## src/rtl/qdec_pkg.sv

```systemverilog
// Shared definitions for the quadrature decoder control stage:
// phase encodings, direction and FSM state types, and the
// forward-neighbour helper for the Gray-code phase cycle.
package qdec_pkg;

    // Phase P = {A, B}; forward cycle is 00 -> 01 -> 11 -> 10 -> 00
    localparam logic [1:0] PH_00 = 2'b00;
    localparam logic [1:0] PH_01 = 2'b01;
    localparam logic [1:0] PH_11 = 2'b11;
    localparam logic [1:0] PH_10 = 2'b10;

    typedef enum logic {
        DIR_DOWN = 1'b0,
        DIR_UP   = 1'b1
    } dir_e;

    typedef enum logic {
        INIT  = 1'b0,
        TRACK = 1'b1
    } state_e;

    // Forward neighbour of a phase in the Gray-code cycle
    function automatic logic [1:0] next_fwd(input logic [1:0] phase);
        logic [1:0] nxt;
        case (phase)
            PH_00:   nxt = PH_01;
            PH_01:   nxt = PH_11;
            PH_11:   nxt = PH_10;
            PH_10:   nxt = PH_00;
            default: nxt = PH_00;
        endcase
        return nxt;
    endfunction

endpackage : qdec_pkg

```

## src/rtl/qdec_filter.sv

```systemverilog
// Synchroniser chain followed by a consecutive-sample glitch filter.
// The filtered level flips only after the synchronised level has
// disagreed with it for FILT_LEN consecutive clock edges; any agreeing
// sample restarts the count. 'busy' reports that a change is pending
// anywhere in the chain or the counter, i.e. the filter is not settled.
module qdec_filter #(
    parameter int SYNC_STAGES = 2,
    parameter int FILT_LEN    = 3
) (
    input  logic clk,
    input  logic reset,
    input  logic raw,
    output logic filt,
    output logic busy
);

    localparam int CNT_W = (FILT_LEN > 1) ? $clog2(FILT_LEN) : 1;
    localparam logic [CNT_W-1:0] CNT_LAST = CNT_W'(FILT_LEN - 1);

    logic [SYNC_STAGES-1:0] sync_q, sync_d;
    logic [CNT_W-1:0]       cnt_q,  cnt_d;
    logic                   filt_q, filt_d;
    logic                   synced_s;

    assign synced_s = sync_q[SYNC_STAGES-1];

    // Next-state logic: shift the synchroniser and run the agreement counter
    always_comb begin
        sync_d = {sync_q[SYNC_STAGES-2:0], raw};
        filt_d = filt_q;
        cnt_d  = cnt_q;
        if (synced_s != filt_q) begin
            if (cnt_q == CNT_LAST) begin
                filt_d = synced_s;
                cnt_d  = {CNT_W{1'b0}};
            end else begin
                cnt_d  = cnt_q + CNT_W'(1);
            end
        end else begin
            cnt_d = {CNT_W{1'b0}};
        end
    end

    // State registers with synchronous reset
    always_ff @(posedge clk) begin
        if (reset) begin
            sync_q <= {SYNC_STAGES{1'b0}};
            cnt_q  <= {CNT_W{1'b0}};
            filt_q <= 1'b0;
        end else begin
            sync_q <= sync_d;
            cnt_q  <= cnt_d;
            filt_q <= filt_d;
        end
    end

    assign filt = filt_q;
    assign busy = (cnt_q != {CNT_W{1'b0}}) || (sync_q != {SYNC_STAGES{filt_q}});

endmodule : qdec_filter

```

## src/rtl/quad_decoder_ctrl.sv

```systemverilog
// Quadrature encoder front end for the 3-bit up/down counter.
// Filters A/B/index, decodes Gray-code steps into one-cycle count
// pulses with a held direction, turns index rising edges into a load
// of idx_value, and flags illegal (two-bit) phase jumps in a sticky err.
// Optional macro QDEC_ERR_CNT_EN adds a saturating illegal-jump counter
// on output err_cnt.
module quad_decoder_ctrl
    import qdec_pkg::*;
#(
    parameter int SYNC_STAGES = 2,
    parameter int FILT_LEN    = 3,
    parameter int DATA_W      = 3
) (
    input  logic              clk,
    input  logic              reset,
    input  logic              enc_a,
    input  logic              enc_b,
    input  logic              enc_idx,
    input  logic              enable,
    input  logic [DATA_W-1:0] idx_value,
    input  logic              err_clr,
    output logic              counter_on,
    output logic              count_up,
    output logic              load,
    output logic [DATA_W-1:0] data_out,
    output logic              err
`ifdef QDEC_ERR_CNT_EN
    ,
    output logic [7:0]        err_cnt
`endif
);

    // INIT first lets the synchroniser chains fill with real samples
    // (they were zeroed by reset), so a stale all-zero chain is never
    // mistaken for a settled input when reset drops while A/B are high.
    localparam int WARM_W = $clog2(SYNC_STAGES + 1);
    localparam logic [WARM_W-1:0] WARM_DONE = WARM_W'(SYNC_STAGES);

    logic a_filt_s, b_filt_s, idx_filt_s;
    logic a_busy_s, b_busy_s, idx_busy_unused_s;
    logic [1:0] phase_s;
    logic step_s, illegal_s, idx_rise_s;

    state_e            state_q,      state_d;
    logic [WARM_W-1:0] warm_q,       warm_d;
    logic [1:0]        prev_phase_q, prev_phase_d;
    logic              idx_prev_q,   idx_prev_d;
    logic              counter_on_q, counter_on_d;
    logic              count_up_q,   count_up_d;
    logic              load_q,       load_d;
    logic [DATA_W-1:0] data_out_q,   data_out_d;
    logic              err_q,        err_d;

    qdec_filter #(.SYNC_STAGES(SYNC_STAGES), .FILT_LEN(FILT_LEN)) u_filt_a (
        .clk   (clk),
        .reset (reset),
        .raw   (enc_a),
        .filt  (a_filt_s),
        .busy  (a_busy_s)
    );

    qdec_filter #(.SYNC_STAGES(SYNC_STAGES), .FILT_LEN(FILT_LEN)) u_filt_b (
        .clk   (clk),
        .reset (reset),
        .raw   (enc_b),
        .filt  (b_filt_s),
        .busy  (b_busy_s)
    );

    qdec_filter #(.SYNC_STAGES(SYNC_STAGES), .FILT_LEN(FILT_LEN)) u_filt_idx (
        .clk   (clk),
        .reset (reset),
        .raw   (enc_idx),
        .filt  (idx_filt_s),
        .busy  (idx_busy_unused_s)
    );

    assign phase_s    = {a_filt_s, b_filt_s};
    assign idx_rise_s = idx_filt_s & ~idx_prev_q;

    // FSM next state, step decode, index load and sticky error
    always_comb begin
        state_d      = state_q;
        warm_d       = warm_q;
        prev_phase_d = prev_phase_q;
        count_up_d   = count_up_q;
        data_out_d   = data_out_q;
        err_d        = err_q;
        counter_on_d = 1'b0;
        load_d       = 1'b0;
        step_s       = 1'b0;
        illegal_s    = 1'b0;
        idx_prev_d   = idx_filt_s;

        case (state_q)
            INIT: begin
                if (warm_q != WARM_DONE) begin
                    warm_d = warm_q + WARM_W'(1);
                end else if (!a_busy_s && !b_busy_s) begin
                    // Adopt the settled phase silently: no count after reset
                    prev_phase_d = phase_s;
                    state_d      = TRACK;
                end else begin
                    state_d = INIT;
                end
            end
            TRACK: begin
                if (phase_s != prev_phase_q) begin
                    prev_phase_d = phase_s;
                    if (phase_s == next_fwd(prev_phase_q)) begin
                        step_s     = 1'b1;
                        count_up_d = DIR_UP;
                    end else if (prev_phase_q == next_fwd(phase_s)) begin
                        step_s     = 1'b1;
                        count_up_d = DIR_DOWN;
                    end else begin
                        illegal_s = 1'b1;
                    end
                end else begin
                    prev_phase_d = prev_phase_q;
                end
            end
            default: begin
                state_d = INIT;
                warm_d  = {WARM_W{1'b0}};
            end
        endcase

        // Tracking continues while disabled; only the pulses are gated
        counter_on_d = step_s & enable;

        if (idx_rise_s && enable) begin
            load_d     = 1'b1;
            data_out_d = idx_value;
        end else begin
            load_d = 1'b0;
        end

        // A new illegal jump wins over a simultaneous clear
        if (illegal_s) begin
            err_d = 1'b1;
        end else if (err_clr) begin
            err_d = 1'b0;
        end else begin
            err_d = err_q;
        end
    end

    // Control and output registers with synchronous reset
    always_ff @(posedge clk) begin
        if (reset) begin
            state_q      <= INIT;
            warm_q       <= {WARM_W{1'b0}};
            prev_phase_q <= PH_00;
            idx_prev_q   <= 1'b0;
            counter_on_q <= 1'b0;
            count_up_q   <= 1'b1;
            load_q       <= 1'b0;
            data_out_q   <= {DATA_W{1'b0}};
            err_q        <= 1'b0;
        end else begin
            state_q      <= state_d;
            warm_q       <= warm_d;
            prev_phase_q <= prev_phase_d;
            idx_prev_q   <= idx_prev_d;
            counter_on_q <= counter_on_d;
            count_up_q   <= count_up_d;
            load_q       <= load_d;
            data_out_q   <= data_out_d;
            err_q        <= err_d;
        end
    end

    assign counter_on = counter_on_q;
    assign count_up   = count_up_q;
    assign load       = load_q;
    assign data_out   = data_out_q;
    assign err        = err_q;

`ifdef QDEC_ERR_CNT_EN
    logic [7:0] err_cnt_q, err_cnt_d;

    // Saturating illegal-jump counter; an increment alongside a clear gives 1
    always_comb begin
        err_cnt_d = err_cnt_q;
        if (illegal_s) begin
            if (err_clr) begin
                err_cnt_d = 8'd1;
            end else if (err_cnt_q != 8'd255) begin
                err_cnt_d = err_cnt_q + 8'd1;
            end else begin
                err_cnt_d = err_cnt_q;
            end
        end else if (err_clr) begin
            err_cnt_d = 8'd0;
        end else begin
            err_cnt_d = err_cnt_q;
        end
    end

    // Error counter register with synchronous reset
    always_ff @(posedge clk) begin
        if (reset) begin
            err_cnt_q <= 8'd0;
        end else begin
            err_cnt_q <= err_cnt_d;
        end
    end

    assign err_cnt = err_cnt_q;
`endif

endmodule : quad_decoder_ctrl

```

## config.mk

```make
export PLATFORM = sky130hd
export DESIGN_NAME = quad_decoder_ctrl
export DESIGN_NICKNAME = d
export VERILOG_FILES = /design/src/rtl/qdec_pkg.sv /design/src/rtl/qdec_filter.sv /design/src/rtl/quad_decoder_ctrl.sv
export SDC_FILE = /design/constraint.sdc
export NUM_CORES = 1
export LEC_CHECK = 0
export ABC_AREA = 1
export BUFFER_PORTS_ARGS = -buffer_cell sky130_fd_sc_hd__buf_2
export CORE_UTILIZATION = 55
export CTS_BUF_LIST = sky130_fd_sc_hd__clkbuf_8
export CTS_CLUSTER_DIAMETER = 120
export DETAILED_ROUTE_END_ITERATION = 16
export GPL_TIMING_DRIVEN = 0
export HOLD_SLACK_MARGIN = 0.12
export PLACE_DENSITY = 0.78
export SLEW_MARGIN = 20
export SYNTH_ARGS = -nofsm -noshare
export SYNTH_HDL_FRONTEND = slang
export SYNTH_SLANG_ARGS = --single-unit
```

## constraint.sdc

```tcl
create_clock -name clk -period 3.3 [get_ports clk]
set_input_delay 0.165 -clock clk [delete_from_list [all_inputs] [get_ports clk]]
set_output_delay 0.165 -clock clk [all_outputs]
set_load 0.02 [all_outputs]
```

-- Yosys cells after proc, flatten, opt, wreduce, memory -nomap -nowiden
Cells that the tools add are included.
- flip-flop bits (word level): 28
- output and inout bits: 7
- word-level logic and storage cells: 98
- multiplexer cells: 27
- reduce and logical (&&, ||, !) cells: 21
- add/sub/neg operators: 4
- equal/unequal tests: 21
- bitwise logic cells: 7
- operator list (kind ; count):
    $mux 1 ; 16
    $mux 2 ; 8
    $pmux 2 s4 ; 2
    $eq 2x2->1 const B ; 7
    $reduce_or 3->1 ; 3
    $add 2x1->2 const B ; 4
    $reduce_and 2->1 ; 4
    $reduce_bool 2->1 ; 4
    $ne 2x2->1 ; 3
    $ne 2x2->1 const B ; 3
    $reduce_and 3->1 ; 2
    $not 1->1 ; 5
    $eq 2x1->1 const B ; 2
    $eq 2x2->1 ; 2
    $logic_not 2->1 ; 2
    $pmux 2 s2 ; 1
    $ne 1x1->1 ; 3
    $and 1x1->1 ; 2
    $logic_and 1x1->1 ; 2
    $logic_not 1->1 ; 2
    $logic_or 1x1->1 ; 2
    $ne 2x1->1 const B ; 1

-- Depth between registers and ports, before layout
Gate-level depths: netlist of run 1.
- depth after elaboration: 14
- depth in mapped cells: 9

-- Modules after synthesis
From an unflattened synthesis of run 1, not the netlist that was laid out.
- cell total of the unflattened synthesis: 168
- area total of the unflattened synthesis: 1237.4 sq um
- modules (own cells, without submodules) (module ; cells each ; instances ; area each (sq um)):
    qdec_filter ; 29 ; 3 ; 221.5
    quad_decoder_ctrl ; 81 ; 1 ; 573.0

-- Worst setup path after synthesis of run 1
Ideal clock, no wire load.
- path type: reg-to-reg
- start point: register warm_q[0]
- end point: register prev_phase_q[0]
- cell stages (with the launch flop): 8
- clock period less this slack: 1.123 ns
- required time: 3.185 ns
- path slack: 2.177 ns
- data arrival time: 1.008 ns
- setup time: 0.115 ns
- path buffers: 0
- path through: dfxtp_1 > inv_1 > ha_1 > nand3_1 > nor2_4 > nand4_2 > a21oi_1 > nor2_1
- cells in the longest elaborated chain, start to end: 3
- ends and longest elaborated chain (element ; line ; source):
    start, declared ; quad_decoder_ctrl.sv:45 ; logic [WARM_W-1:0] warm_q, warm_d;
    start signal, assigned ; quad_decoder_ctrl.sv:153 ; warm_q <= {WARM_W{1'b0}};
    start signal, assigned ; quad_decoder_ctrl.sv:163 ; warm_q <= warm_d;
    $ne 2x2->1 ; quad_decoder_ctrl.sv:97 ; if (warm_q != WARM_DONE) begin
    $ne 2x2->1 (no line) ; n/a ;
    $reduce_and 3->1 (no line) ; n/a ;
    end signal, assigned ; quad_decoder_ctrl.sv:164 ; prev_phase_q <= prev_phase_d;
    end, declared ; quad_decoder_ctrl.sv:46 ; logic [1:0] prev_phase_q, prev_phase_d;
Every way passes these cells.
A chain may end at the register's enable or synchronous reset.

-- Worst setup path after layout of run 1
- start point: register u_filt_a.cnt_q[0]
- end point: register prev_phase_q[1]
- cells in the longest elaborated chain, start to end: 6
- ends and longest elaborated chain (element ; line ; source):
    start, declared ; qdec_filter.sv:21 ; logic [CNT_W-1:0] cnt_q, cnt_d;
    start signal, assigned ; qdec_filter.sv:48 ; cnt_q <= {CNT_W{1'b0}};
    start signal, assigned ; qdec_filter.sv:52 ; cnt_q <= cnt_d;
    $reduce_bool 2->1 ; qdec_filter.sv:58 ; assign busy = (cnt_q != {CNT_W{1'b0}}) || (sync_q != {SYNC_STAGES{filt_q}});
    $logic_or 1x1->1 ; qdec_filter.sv:58 ;
    $logic_not 1->1 ; quad_decoder_ctrl.sv:99 ; end else if (!a_busy_s && !b_busy_s) begin
    $logic_and 1x1->1 ; quad_decoder_ctrl.sv:99 ;
    $ne 2x2->1 (no line) ; n/a ;
    $reduce_and 3->1 (no line) ; n/a ;
Every way passes these cells.

==> results of run 1 <==
## metal layers
layer,routed length [um],share of wire,vias up
met5,0,0,-
met4,34,0.017,0
met3,69,0.035,4
met2,966,0.49,17
met1,906,0.46,411
li1,-,-,495
## power by group through the flow
stage,Clock [mW],Combinational (mW),Sequential [mW]
2_1_floorplan,0,0.0795,0.384
3_3_place_gp,0,0.0953,0.385
3_5_place_dp,0,0.101,0.386
4_1_cts,0.214,0.106,0.378
5_1_grt,0.223,0.123,0.382
6_report,0.205,0.105,0.378
## cell type report
class,instances,area share
clock buffers,4,0.0391
inverters,26,0.0693
plain buffers,4,0.0222
well taps,27,0.0240
flip-flops and latches,28,0.398
multi-input cells,87,0.355
repair buffers,21,0.0924
## how the worst min path moves through the flow
stage	start	to	slack, ps	cells after the start
after detailed placement	enc_b	u_filt_b.sync_q[0]$_SDFF_PP0_	370	3
after global routing	reset	counter_on$_SDFF_PP0_	150	2
after global placement	enc_idx	u_filt_idx.sync_q[0]$_SDFF_PP0_	370	3
after CTS	idx_value[1]	data_out[1]$_SDFFE_PP0P_	130	3
final	idx_value[1]	data_out[1]$_SDFFE_PP0P_	140	3
after floorplan	reset	counter_on$_SDFF_PP0_	240	1
## cells by family after synthesis
group / after synthesis / share of synthesized area
and+or+nand+nor: 54 / 0.209
buffers and inverters: 30 / 0.108
DFF: 28 / 0.471
AOI/OAI and AO/OA: 20 / 0.0904
xor gates and xnor gates: 7 / 0.0578
adders and majority gates: 6 / 0.0631
## what timing repair did
action,in CTS,in global routing
setup endpoints to repair,0,0
hold buffers,5,0
hold endpoints to repair,5,0
## synthesized netlist by cell type (all sizes together)
| cell | instances | area, sq um |
|---|---|---|
| a21oi | 10 | 50.1 |
| buf | 3 | 27.5 |
| clkbuf | 1 | 3.75 |
| dfxtp | 28 | 561 |
| ha | 6 | 75.1 |
| inv | 26 | 97.6 |
| nand2 | 17 | 71.3 |
| nand3 | 5 | 25.0 |
| nand4 | 1 | 12.5 |
| nor2 | 28 | 120 |
| nor3 | 3 | 20.0 |
| o211ai | 2 | 15.0 |
| o21a | 1 | 7.51 |
| o21ai | 7 | 35.0 |
| xnor2 | 5 | 51.3 |
| xor2 | 2 | 17.5 |
## stage by stage
stage | setup slack [ps] | instance area [sq um] | cells | hold slack, ps
2_1_floorplan | 2180 | 1190 | 145 | 243
3_3_place_gp | 2100 | 1300 | 188 | 368
3_5_place_dp | 2070 | 1300 | 188 | 371
4_1_cts | 2060 | 1410 | 197 | 132
5_1_grt | 1900 | 1410 | 197 | 148
6_report | 2060 | 1410 | 197 | 137
## worst max-delay path: stages, from the launching register on
cell                      delay [ps]
sky130_fd_sc_hd__dfxtp_1         320
sky130_fd_sc_hd__inv_1            70
sky130_fd_sc_hd__ha_1            160
sky130_fd_sc_hd__nand3_1         120
sky130_fd_sc_hd__nor2_4          130
sky130_fd_sc_hd__nand4_2         120
sky130_fd_sc_hd__a21oi_1         160
sky130_fd_sc_hd__nor2_1           60
## state kept, by name, summed over array words and instances, names as in the netlist, 2 cells and up
name and cells:
data_out 3, prev_phase_q 2, u_filt_a.cnt_q 2, u_filt_a.sync_q 2, u_filt_b.cnt_q 2, u_filt_b.sync_q 2, u_filt_idx.cnt_q 2, u_filt_idx.sync_q 2
warm_q 2
==> key figures, run 1 <==
Critical path
  – Worst EP arrival: ~1400 ps
  – Class of the most critical setup path: register to register
  – Startpoint type of the worst setup path: register
  – Worst Path Required: 3480 ps
  – Sort of element at the end of the critical path: register
  – Depth of the worst register-to-register path: 7
  – Worst-path maximum fanout: 4
  – Reg-to-Reg Start: u_filt_a.cnt_q[0]$_SDFF_PP0_
  – Reg2reg setup slack: 2060 ps
  – CP Capture Point: prev_phase_q[1]$_SDFFE_PP0P_
  – Worst setup path start: u_filt_a.cnt_q[0]$_SDFF_PP0_
  – Reg-to-reg endpoint: prev_phase_q[1]$_SDFFE_PP0P_

STA
  – Relative slew slack: 0.704
  – Highest attainable clock frequency: 808 MHz
  – Measured slew at the worst slew-check pin: 443 ps
  – Fraction of the cycle the final worst path needs: 0.375
  – Slew Viols, Final: 0
  – Summed negative setup slack over all endpoints: 0 ps
  – Max Clock Skew: about 4.9 ps
  – Final number of hold-violating endpoints: 0
  – Final Setup Violations: 0
  – Unrepaired setup endpoints after global routing: no
  – Post-layout minimum cycle time: 1240 ps

Route
  – Count of antenna-violating nets left after detailed routing: 0
  – Routed WL per cell: 10.0 um
  – Via density: 4.71
  – Number of iterations in the first detailed-routing pass: 2
  – Total wire length after detailed routing: 1980 um
  – Total number of vias: around 930
  – DRC viols: 0
  – Initial detailed-routing violation count: 1

Clocking
  – Bufs on Longest Clock Path: 2
  – Count of H-tree levels built during CTS: 1
  – Clock Root Buffer: sky130_fd_sc_hd__clkbuf_8
  – Clock latency on the worst-skew pair: 270 ps
  – Post-CTS setup buffer count: 0
  – CTS tree: done
  – Clock input transition at the sequential cells of the worst setup and hold paths: 90 ps
  – CTS sink count: 28
  – Number of gates resized after CTS: 0
  – CTS buffer count: 3

Floorplanning
  – Die outline area: about 2400 sq um
  – Initial core utilization: 0.594
  – Die W: 48.5 um
  – Site row count: 16
  – Area of the core region: 2000 sq um
  – Height of the die: around 49 um
  – I/O pins: 17

Final layout
  – Combined area of the multi-input logic cells: 500 sq um
  – Fraction of the core area covered by cells at the end of the flow: 0.704
  – Layout filler cell count: 158
  – Ant diodes: 0
  – Share of layout cells above drive strength 1: 0.206
  – Most common cell after layout, fill and taps aside: sky130_fd_sc_hd__dfxtp_1
  – Leading cell types in the layout, fill and taps excluded: sky130_fd_sc_hd__dfxtp_1 (28), sky130_fd_sc_hd__nor2_1 (26), sky130_fd_sc_hd__inv_1 (22)
  – Number of nets in the finished design: 187
  – Total area of sequential cells: 561 sq um
  – Syn-to-layout area delta: 18.4%

Global route
  – Maximum number of pins on one net before global-route repair: 16
  – Met1 track demand over resource in global routing: 0.228
  – Number of global-route vias before repair: 872
  – Total global-route track usage: 0.197
  – Total grt overflow: 0
  – Most crowded layer after global routing: met2
  – Antenna violations before repair: 0
  – Wire length of the first global-routing pass: 3530 um
  – Met2 demand-to-capacity share in global routing: 0.340
  – M3 GR Usage: 0.0409

Pwr
  – Switch Pwr: 0.173 mW
  – Leakage power of the design: between 0.6 and 0.7 nW
  – Sw Share: 0.252
  – P per Cell Area: roughly 490 nW/um^2
  – Combinational Power Share: 0.152
  – Relative contribution of sequential cells to total power: 0.549
  – Share of total power in the clock network: 0.298
  – Internal power component: 0.515 mW
  – Total Power Consumption: 0.688 mW
  – Worst supply voltage drop on vdd: 0.000386 V

Placed design
  – Dpl hpwl: roughly 1500 um
  – Final weighted congestion in routability-driven placement: between 0.7 and 0.8
  – Count of buffers inserted at the top-level ports: 16

Logic synthesis
  – Post-Syn Area per Cell: 8.21 sq um
  – Cells after Synth: roughly 150
  – Synth cell types: 22
  – Register area share after synthesis: 0.471
  – Number of nets produced by synthesis: 161
  – Yosys Warn Count: 0
  – Mapped cell area: 1190 sq um
  – Total of flip-flops plus latches after synthesis: 28

Status
  – Run status: complete, no violations

Run
  – Max-cap violations: 0

Min path
  – Worst min-delay path category: primary input to register
No activity file was read; power rests on OpenSTA's default activity.
==> inputs of run 2 (changes only) <==
- CORE_UTILIZATION: 55 -> 52
- PLACE_DENSITY: 0.78 -> 0.77
- clock period: 3.3 -> 1.1 ns (I/O delays scaled with it)
==> key figures, run 2 (synthesized netlist as in run 1, its figures left out) <==
Status
  – Run status: finished with violations
  – Violated checks: negative setup slack

Pwr
  – Worst supply voltage drop on vdd: 0.00101 V
  – Total Power Consumption: 2.22 mW
  – Leakage power of the design: roughly 0.74 nW
  – P per Cell Area: between 1000 and 1500 nW/um^2

Global route
  – Wire length of the first global-routing pass: 3930 um
  – Maximum number of pins on one net before global-route repair: 15
  – Antenna violations before repair: 0
  – Number of global-route vias before repair: 920
  – Total grt overflow: 0
  – Total global-route track usage: 0.211

STA
  – Relative slew slack: 0.671
  – Unrepaired setup endpoints after global routing: yes
  – Highest attainable clock frequency: slightly below 800 MHz
  – Worst Setup Slack, final: -164 ps
  – Slew Viols, Final: 0
  – Fraction of the cycle the final worst path needs: 1.15
  – Summed negative setup slack over all endpoints: -551 ps
  – Post-layout minimum cycle time: 1260 ps
  – Final number of hold-violating endpoints: 0
  – Final Setup Violations: 7
  – Max Clock Skew: approximately 1.6 ps
  – Measured slew at the worst slew-check pin: 493 ps

Route
  – DRC viols: 0
  – Number of iterations in the first detailed-routing pass: 4
  – Count of antenna-violating nets left after detailed routing: 0
  – Total wire length after detailed routing: 2670 um
  – Total number of vias: 1036
  – Initial detailed-routing violation count: 18
  – Routed WL per cell: around 13 um
  – Via density: 4.98

Run
  – Max-cap violations: 0

Placed design
  – Post-DP Area: 1310 sq um
  – Final weighted congestion in routability-driven placement: 0.762
  – Dpl hpwl: between 1500 and 2000 um
  – Worst slack at placement: -116 ps
  – Count of buffers inserted at the top-level ports: 16

Floorplanning
  – Initial core utilization: 0.577
  – Area of the core region: 2060 sq um
  – Site row count: 16
  – Die W: 49.8 um
  – I/O pins: 17
  – Die outline area: 2480 sq um
  – Height of the die: 49.8 um

Final layout
  – Fraction of the core area covered by cells at the end of the flow: 0.812
  – Leading cell types in the layout, fill and taps excluded: sky130_fd_sc_hd__nor2_1 (25), sky130_fd_sc_hd__dfxtp_1 (19), sky130_fd_sc_hd__inv_1 (18)
  – Layout filler cell count: 116
  – Combined area of the multi-input logic cells: 652 sq um
  – Design Area, Final: 1670 sq um
  – Syn-to-layout area delta: 40.7%
  – Most common cell after layout, fill and taps aside: sky130_fd_sc_hd__nor2_1
  – Number of nets in the finished design: 199
  – Share of layout cells above drive strength 1: 0.431
  – Max reg flops: 3
  – Ant diodes: 0
  – Total area of sequential cells: 572 sq um

Min path
  – Worst min-delay path category: primary input to register
  – Worst hold path depth: 4

Clocking
  – Clock Root Buffer: sky130_fd_sc_hd__clkbuf_8
  – Count of H-tree levels built during CTS: 1
  – Clock latency on the worst-skew pair: 270 ps
  – CTS buffer count: 3
  – CTS tree: done
  – CTS sink count: 28
  – Bufs on Longest Clock Path: 2
  – Clock input transition at the sequential cells of the worst setup and hold paths: 80 ps

Critical path
  – Worst-path maximum fanout: 8
  – Depth of the worst register-to-register path: 5
  – Worst EP arrival: 1430 ps
  – Sort of element at the end of the critical path: register
  – Worst Path Required: 1270 ps
  – Class of the most critical setup path: register to register
  – Startpoint type of the worst setup path: register
## run 2: final timing paths
kind                                                      from                        endpoint  slack [ps]
worst min-delay path                                     reset      u_filt_a.filt$_SDFFE_PP0P_         140
worst min register to register  u_filt_idx.cnt_q[0]$_SDFF_PP0_  u_filt_idx.cnt_q[0]$_SDFF_PP0_         400
worst max-delay path                u_filt_a.filt$_SDFFE_PP0P_    prev_phase_q[0]$_SDFFE_PP0P_        -160
worst max register to register      u_filt_a.filt$_SDFFE_PP0P_    prev_phase_q[0]$_SDFFE_PP0P_        -160
## run 2: repair_timing
action,CTS,global route
hold endpoints to repair,8,1
hold buffers,7,2
setup buffers,3,5
endpoints found under the setup margin,5,14
gates resized for setup,19,22
pin swaps,1,9
## run 2: through the flow
step,hold WS (ps),std cells
floorplan,133,145
global placement,261,188
detailed placement,265,188
CTS,48.4,201
global route,153,208
finish,138,208
## run 2: power by group
part           internal (mW)  total [mW]  switching (mW)  leakage [nW]
sequential              1.09        1.17          0.0799         0.232
combinational          0.251       0.519           0.268         0.488
clock                  0.245       0.532           0.287        0.0216
## run 2: cell type report
cell class	count	area share
Tap cell	27	0.0202
Sequential cell	28	0.342
Timing Repair Buffer	33	0.145
Inverter	26	0.0583
Buffer	4	0.0209
Clock buffer	3	0.0247
Multi-Input combinational cell	87	0.389
## run 2: per-layer routing
layer	global-route usage	share of wire	vias up
met5	0	0	-
met4	0.100	0.028	0
met3	0.0370	0.037	9
met2	0.376	0.52	28
met1	0.240	0.42	478
li1	-	-	521
## run 2: critical path, cell delays in order, from the launching register on
cell and delay (ps):
sky130_fd_sc_hd__dfxtp_2 330, sky130_fd_sc_hd__buf_8 140, sky130_fd_sc_hd__xnor2_2 260, sky130_fd_sc_hd__nand4_4 200, sky130_fd_sc_hd__a21oi_2 180, sky130_fd_sc_hd__nor2_1 60
